File: src/rtl/emu_time_manager_pkg.sv
// emu_time_manager: shared types for the emulation time manager.
// State and command encodings used by the FSM and host control port.
package emu_tm_pkg;

  localparam logic [1:0] MODE_STOP  = 2'd0;
  localparam logic [1:0] MODE_RUN   = 2'd1;
  localparam logic [1:0] MODE_STEP  = 2'd2;
  localparam logic [1:0] MODE_UNTIL = 2'd3;

  typedef enum logic [1:0] {
    ST_IDLE  = 2'd0,
    ST_RUN   = 2'd1,
    ST_STEP  = 2'd2,
    ST_UNTIL = 2'd3
  } tm_state_t;

  typedef enum logic [1:0] {
    M_STOP  = MODE_STOP,
    M_RUN   = MODE_RUN,
    M_STEP  = MODE_STEP,
    M_UNTIL = MODE_UNTIL
  } tm_mode_t;

endpackage

File: src/rtl/emu_time_manager_if.sv
// emu_time_manager_if: host run-control command channel.
// Host is master; the time manager is slave and always ready.
interface emu_time_manager_if #(
  parameter int STEP_WIDTH = 32,
  parameter int TIME_WIDTH = 64
);
  logic                  ctrl_valid;
  logic                  ctrl_ready;
  logic [1:0]            ctrl_mode;
  logic [STEP_WIDTH-1:0] ctrl_steps;
  logic [TIME_WIDTH-1:0] ctrl_stop_time;

  modport master (
    output ctrl_valid,
    output ctrl_mode,
    output ctrl_steps,
    output ctrl_stop_time,
    input  ctrl_ready
  );

  modport slave (
    input  ctrl_valid,
    input  ctrl_mode,
    input  ctrl_steps,
    input  ctrl_stop_time,
    output ctrl_ready
  );
endinterface

File: src/rtl/emu_dt_min_tree.sv
// emu_dt_min_tree: masked minimum of the dt requests.
// Balanced pairwise tree; disabled or padding leaves read as all-ones.
module emu_dt_min_tree #(
  parameter int N_REQ    = 4,
  parameter int DT_WIDTH = 27
) (
  input  logic [N_REQ*DT_WIDTH-1:0] req_i,
  input  logic [N_REQ-1:0]          en_i,
  output logic [DT_WIDTH-1:0]       dt_min_o
);

  localparam int L = (N_REQ > 1) ? $clog2(N_REQ) : 1;
  localparam int P = 1 << L;

  for (genvar lv = 0; lv <= L; lv++) begin : g_lvl
    localparam int W = P >> lv;
    logic [DT_WIDTH-1:0] v [W];
    if (lv == 0) begin : g_leaf
      for (genvar i = 0; i < W; i++) begin : g_in
        if (i < N_REQ) begin : g_used
          assign v[i] = en_i[i] ? req_i[i*DT_WIDTH +: DT_WIDTH] : '1;
        end else begin : g_pad
          assign v[i] = '1;
        end
      end
    end else begin : g_node
      for (genvar j = 0; j < W; j++) begin : g_cmp
        logic [DT_WIDTH-1:0] a;
        logic [DT_WIDTH-1:0] b;
        assign a    = g_lvl[lv-1].v[2*j];
        assign b    = g_lvl[lv-1].v[2*j+1];
        assign v[j] = (a <= b) ? a : b;
      end
    end
  end

  assign dt_min_o = g_lvl[L].v[0];

endmodule

File: src/rtl/emu_time_manager.sv
// emu_time_manager: grants the global timestep and owns emulation time.
// Host commands select stop, free-run, N-step or run-until-time.
module emu_time_manager
  import emu_tm_pkg::*;
#(
  parameter int N_REQ      = 4,
  parameter int DT_WIDTH   = 27,
  parameter int TIME_WIDTH = 64,
  parameter int STEP_WIDTH = 32
) (
  input  logic                      emu_clk,
  input  logic                      emu_rst,
  input  logic [N_REQ*DT_WIDTH-1:0] emu_dt_req,
  input  logic [N_REQ-1:0]          req_en,
  output logic [DT_WIDTH-1:0]       emu_dt,
  output logic [TIME_WIDTH-1:0]     emu_time,
  emu_time_manager_if.slave         ctrl,
  output logic [1:0]                state,
  output logic                      done
);

  localparam logic [TIME_WIDTH-1:0] DT_MAX_T =
    TIME_WIDTH'({DT_WIDTH{1'b1}});

  tm_state_t             state_q, state_d;
  logic [TIME_WIDTH-1:0] time_q, time_d;
  logic [STEP_WIDTH-1:0] steps_q, steps_d;
  logic [TIME_WIDTH-1:0] stop_q, stop_d;
  logic                  done_q, done_d;

  logic [DT_WIDTH-1:0]   dt_min;
  logic [DT_WIDTH-1:0]   rem;
  logic [TIME_WIDTH-1:0] diff;
  logic                  past_stop;

  emu_dt_min_tree #(
    .N_REQ    (N_REQ),
    .DT_WIDTH (DT_WIDTH)
  ) u_min (
    .req_i    (emu_dt_req),
    .en_i     (req_en),
    .dt_min_o (dt_min)
  );

  assign ctrl.ctrl_ready = 1'b1;
  assign emu_time        = time_q;
  assign state           = state_q;
  assign done            = done_q;

  // distance to target, clamped to what one dt can express
  assign past_stop = (stop_q <= time_q);
  assign diff      = stop_q - time_q;
  assign rem       = past_stop ? '0 :
                     (diff > DT_MAX_T) ? '1 : diff[DT_WIDTH-1:0];

  always_comb begin
    emu_dt = '0;
    unique case (state_q)
      ST_IDLE:  emu_dt = '0;
      ST_RUN:   emu_dt = dt_min;
      ST_STEP:  emu_dt = (steps_q != '0) ? dt_min : '0;
      ST_UNTIL: emu_dt = (dt_min <= rem) ? dt_min : rem;
    endcase
  end

  always_comb begin
    state_d = state_q;
    steps_d = steps_q;
    stop_d  = stop_q;
    done_d  = 1'b0;
    time_d  = time_q + TIME_WIDTH'(emu_dt);

    if (state_q == ST_STEP) begin
      if (steps_q == '0) begin
        state_d = ST_IDLE;
        done_d  = 1'b1;
      end else if (emu_dt != '0) begin
        steps_d = steps_q - STEP_WIDTH'(1);
        if (steps_q == STEP_WIDTH'(1)) begin
          state_d = ST_IDLE;
          done_d  = 1'b1;
        end
      end
    end

    if (state_q == ST_UNTIL && (past_stop || time_d == stop_q)) begin
      state_d = ST_IDLE;
      done_d  = 1'b1;
    end

    // a new command preempts any completion in the same cycle
    if (ctrl.ctrl_valid) begin
      done_d = 1'b0;
      unique case (tm_mode_t'(ctrl.ctrl_mode))
        M_STOP:  state_d = ST_IDLE;
        M_RUN:   state_d = ST_RUN;
        M_STEP: begin
          state_d = ST_STEP;
          steps_d = ctrl.ctrl_steps;
        end
        M_UNTIL: begin
          state_d = ST_UNTIL;
          stop_d  = ctrl.ctrl_stop_time;
        end
      endcase
    end
  end

  always_ff @(posedge emu_clk) begin
    if (!emu_rst) begin
      state_q <= ST_IDLE;
      time_q  <= '0;
      steps_q <= '0;
      stop_q  <= '0;
      done_q  <= 1'b0;
    end else begin
      state_q <= state_d;
      time_q  <= time_d;
      steps_q <= steps_d;
      stop_q  <= stop_d;
      done_q  <= done_d;
    end
  end

endmodule
File: src/flat_wrapper.sv
// flat-port wrapper written by rule: the top's interface ports become plain ports
module emu_time_manager_flat import emu_tm_pkg::*;
#(
  parameter int N_REQ      = 4,
  parameter int DT_WIDTH   = 27,
  parameter int TIME_WIDTH = 64,
  parameter int STEP_WIDTH = 32
)
  (emu_clk, emu_rst, emu_dt_req, req_en, emu_dt, emu_time, state, done, ctrl_ctrl_valid, ctrl_ctrl_mode, ctrl_ctrl_steps, ctrl_ctrl_stop_time, ctrl_ctrl_ready);
  emu_time_manager_if #(.STEP_WIDTH(STEP_WIDTH), .TIME_WIDTH(TIME_WIDTH)) ctrl_i ();
  input  logic emu_clk;
  input  logic emu_rst;
  input  logic [N_REQ*DT_WIDTH-1:0] emu_dt_req;
  input  logic [N_REQ-1:0] req_en;
  output logic [DT_WIDTH-1:0] emu_dt;
  output logic [TIME_WIDTH-1:0] emu_time;
  output logic [1:0] state;
  output logic done;
  input wire logic [$bits(ctrl_i.ctrl_valid)-1:0] ctrl_ctrl_valid;
  input wire logic [$bits(ctrl_i.ctrl_mode)-1:0] ctrl_ctrl_mode;
  input wire logic [$bits(ctrl_i.ctrl_steps)-1:0] ctrl_ctrl_steps;
  input wire logic [$bits(ctrl_i.ctrl_stop_time)-1:0] ctrl_ctrl_stop_time;
  output wire logic [$bits(ctrl_i.ctrl_ready)-1:0] ctrl_ctrl_ready;
  assign ctrl_i.ctrl_valid = ctrl_ctrl_valid;
  assign ctrl_i.ctrl_mode = ctrl_ctrl_mode;
  assign ctrl_i.ctrl_steps = ctrl_ctrl_steps;
  assign ctrl_i.ctrl_stop_time = ctrl_ctrl_stop_time;
  assign ctrl_ctrl_ready = ctrl_i.ctrl_ready;
  emu_time_manager #(.N_REQ(N_REQ), .DT_WIDTH(DT_WIDTH), .TIME_WIDTH(TIME_WIDTH), .STEP_WIDTH(STEP_WIDTH)) u_core (.emu_clk(emu_clk), .emu_rst(emu_rst), .emu_dt_req(emu_dt_req), .req_en(req_en), .emu_dt(emu_dt), .emu_time(emu_time), .ctrl(ctrl_i), .state(state), .done(done));
endmodule
File: config.mk
export PLATFORM = sky130hd
export DESIGN_NAME = emu_time_manager_flat
export DESIGN_NICKNAME = d
export VERILOG_FILES = /design/src/rtl/emu_time_manager_pkg.sv /design/src/rtl/emu_time_manager_if.sv /design/src/rtl/emu_dt_min_tree.sv /design/src/rtl/emu_time_manager.sv /design/src/flat_wrapper.sv
export SDC_FILE = /design/constraint.sdc
export NUM_CORES = 1
export LEC_CHECK = 0
export ABC_AREA = 1
export CAP_MARGIN = 20
export CORE_MARGIN = 1
export CORE_UTILIZATION = 40
export DETAILED_ROUTE_END_ITERATION = 10
export PLACE_DENSITY = 0.64
export SYNTH_ARGS = -nofsm -noshare
export SYNTH_HDL_FRONTEND = slang
export SYNTH_HIERARCHICAL = 1
export SYNTH_SLANG_ARGS = --single-unit
File: constraint.sdc
create_clock -name emu_clk -period 22.7 [get_ports emu_clk]
set_clock_uncertainty 0.05 [all_clocks]
set_input_delay 5.675 -clock emu_clk [delete_from_list [all_inputs] [get_ports emu_clk]]
set_output_delay 5.675 -clock emu_clk [all_outputs]
set_load 0.05 [all_outputs]
==> impl_metrics.tcl <==
set metrics [dict create \
    status "complete, but fails checks" \
    violations "design-rule violations" \
    synth_edf_count 0 \
    reg2reg_depth 58 \
    cp-start-kind "input port" \
    syn_area_um2 21700 \
    whs_ns 0.449 \
    initial_core_util_pct 40.4 \
    synth.top_cell.area_share_pct 20.9 \
    nets 4584 \
    dpl.hpwl_um 70400 \
    max_freq_mhz 48.0 \
    power_leakage_nw 13.5 \
    post_cts_buffers 0 \
    slowest_stage "clkdlybuf4s50_1" \
    hp-class "reg2reg" \
    cts-resized-gates 0 \
    avgSynthCellArea_um2 5.54 \
    area_delta_synth_final_pct 19.2 \
    grt_max_degree 78 \
    multi_input_area_um2 15600 \
    cts.sink_count 163 \
    ant_nets 0 \
    r2r_slack_ns 11.34 \
    cts-buffers-inserted 17 \
    critPathTopFamily "simple AND/OR/NAND/NOR gates" \
    ys_async_sr_fraction_pct 0 \
    syn_nets 4335 \
    first_iter_violations 2069 \
    wl_per_cell_um 16.9 \
    worstMarginPinSlew_ns 1.04 \
    grt_usage_pct 29.2 \
    max_cap_viol_count 0 \
    crit_buf_inv 5 \
    drt-total-wl_um 82700 \
    cp.arrival_ns 15.12 \
    portBuffers 306 \
    utilization_pct 48.2 \
    drcViolationCount 2 \
    grt_overflow 0 \
    grt_pass1_wl_um 127000 \
    synth-seq-cells 163 \
    power_density_nw_per_um2 83.8 \
    cp.depth 39 \
    seqCellArea_um2 3260 \
    crit_path_end_kind "primary output" \
    synthTopCellsByArea "nand2_1 (21%), dfxtp_1 (15%), inv_1 (11%)" \
    drive_gt1_share_pct 4.53 \
    grt_pass1_vias 22800 \
    cts-root-buf "clkbuf_16" \
    ir_worst_vdd_mv 0.0604 \
    cts.clk_slew.worst_paths_ns 0.06 \
    finalPower_mw 2.17 \
    layout_min_cycle_time_ns 20.85 \
    slowest_delay_ns 1.04 \
    required_ns 16.98 \
    holdPathEnd "u_core/stop_q[11]" \
    antenna_found_initial 0 \
    vias_per_cell 5.08 \
    r2r-end "u_core/state[1]" \
    hold_violations 0 \
    crit_path_max_fanout 32 \
    yosys.cell_types.count 58 \
    dr_total_vias 24800 \
    num_rows 85 \
    hold_depth 2 \
    finalSetupViolCount 0 \
    nFillCells 5897 \
    worst_slack_ns 1.85 \
    tritoncts "done" \
    core_area_um2 53800 \
    ctsLongestPathBuffers 2 \
    die_area_um2 55300 \
    synth_ff_type "dfxtp_1" \
    rsz0062_at_grt "false" \
    dp_slack_ns 2.07 \
    syn_inst 3928 \
    ys_seq_area_share_pct 15.0 \
    h-tree-depth 4 \
    criticalPathCategory "in2out" \
    crit_top_cell "nand2_1" \
    die_w_um 235 \
    final_max_slew_viol_count 0 \
    synth_top_area_cell "nand2_1" \
    ys_warn_count 6 \
    max-slew-margin-rel_pct 30.8 \
    gp_congestion 0.989 \
    fin_setup_tns_ns 0 \
    fin_crit_sh_pct 91.8 \
    ios 308 \
    die_h_um 235 \
    diodes 0 \
    synth_commonest_cells "nand2_1 (1210), inv_1 (641), nor2_1 (484)" \
    r2r_start "u_core/emu_time[32]" \
    dr.pass1.iters 11 \
    hold_buffers 0 \
    synthMostInstantiatedCell "nand2_1" \
    worstHoldStart "u_core/stop_q[11]" \
    clk_latency_ns 0.45 \
]
==> worst reg2reg max path, delay by kind of cell, from the launching register on <==
kind,cells,cell delay [ns]
flops,1,0.38
fa+ha+maj,3,1.04
buf+inv,6,1.52
simple gates,39,5.78
xor+xnor,1,0.23
compound gates,9,2.23
==> flip-flops by register name, summed over array words and instances (netlist names) <==
name             flops
u_core/state         2
u_core/emu_time     64
u_core/stop_q       64
u_core/steps_q      32
u_core/done          1
==> per-stage QoR <==
step           cell area, µm²  std cells
4_1_cts                 25900       4886
3_5_place_dp            25400       4854
2_1_floorplan           21700       3928
6_report                25900       4886
3_3_place_gp            25400       4854
5_1_grt                 25900       4886
==> worst max path at each step <==
stage                             to  slack, ns       from
after floorplan           emu_dt[13]       5.48  req_en[2]
final                     emu_dt[18]       1.85  req_en[2]
after CTS                 emu_dt[16]       2.05  req_en[2]
after global placement    emu_dt[16]       2.30  req_en[2]
after detailed placement  emu_dt[16]       2.07  req_en[2]
after global routing      emu_dt[16]       1.03  req_en[2]
==> cells in the final DEF (no fill, tap or decap), types with 15 or more instances in the layout <==
cell / instances
xor2_1: 87
or2_2: 59
nor3_1: 47
dfxtp_1: 163
nor4_1: 31
clkdlybuf4s50_1: 305
nand2_1: 1209
nand4_1: 61
ha_1: 192
o21ai_0: 169
nor2_1: 484
nand3_1: 252
xnor2_1: 37
nand3b_1: 18
nand2_2: 15
inv_1: 641
a21oi_1: 236
nor2_2: 16
clkbuf_16: 17
inv_2: 21
==> area by class of cell <==
class	instances	share of cell area [%]
multi-input combinational	3011	60.1
sequential	163	12.6
timing repair buffer	314	12.0
inverter	670	9.71
tap	696	3.36
clock buffer	18	1.69
clock inverter	14	0.487
==> power breakdown <==
group / internal, mW / switching (mW) / total, mW
clock network: 0.156 / 0.131 / 0.287
registers: 0.316 / 0.0427 / 0.359
logic: 0.488 / 1.04 / 1.53
==> logic make-up after synthesis <==
kind of cell    after synthesis  synth area share [%]
xor+xnor                    128                  5.41
fa+ha+maj                   194                  11.2
simple gates               2223                  43.6
compound gates              465                  11.3
flops                       163                  15.0
other cells                   1                0.0172
buf+inv                     754                  13.4
==> metal layers <==
metal,wire [µm],part of all wire (%),GRT usage (%),vias to the layer above
met5,0,0,0,-
met4,2210,2.7,8.91,0
met3,5790,7.0,2.99,98
met2,35700,43,46.2,875
met1,38900,47,41.5,11000
li1,-,-,-,12800
Power figures use the tool's default switching activity.
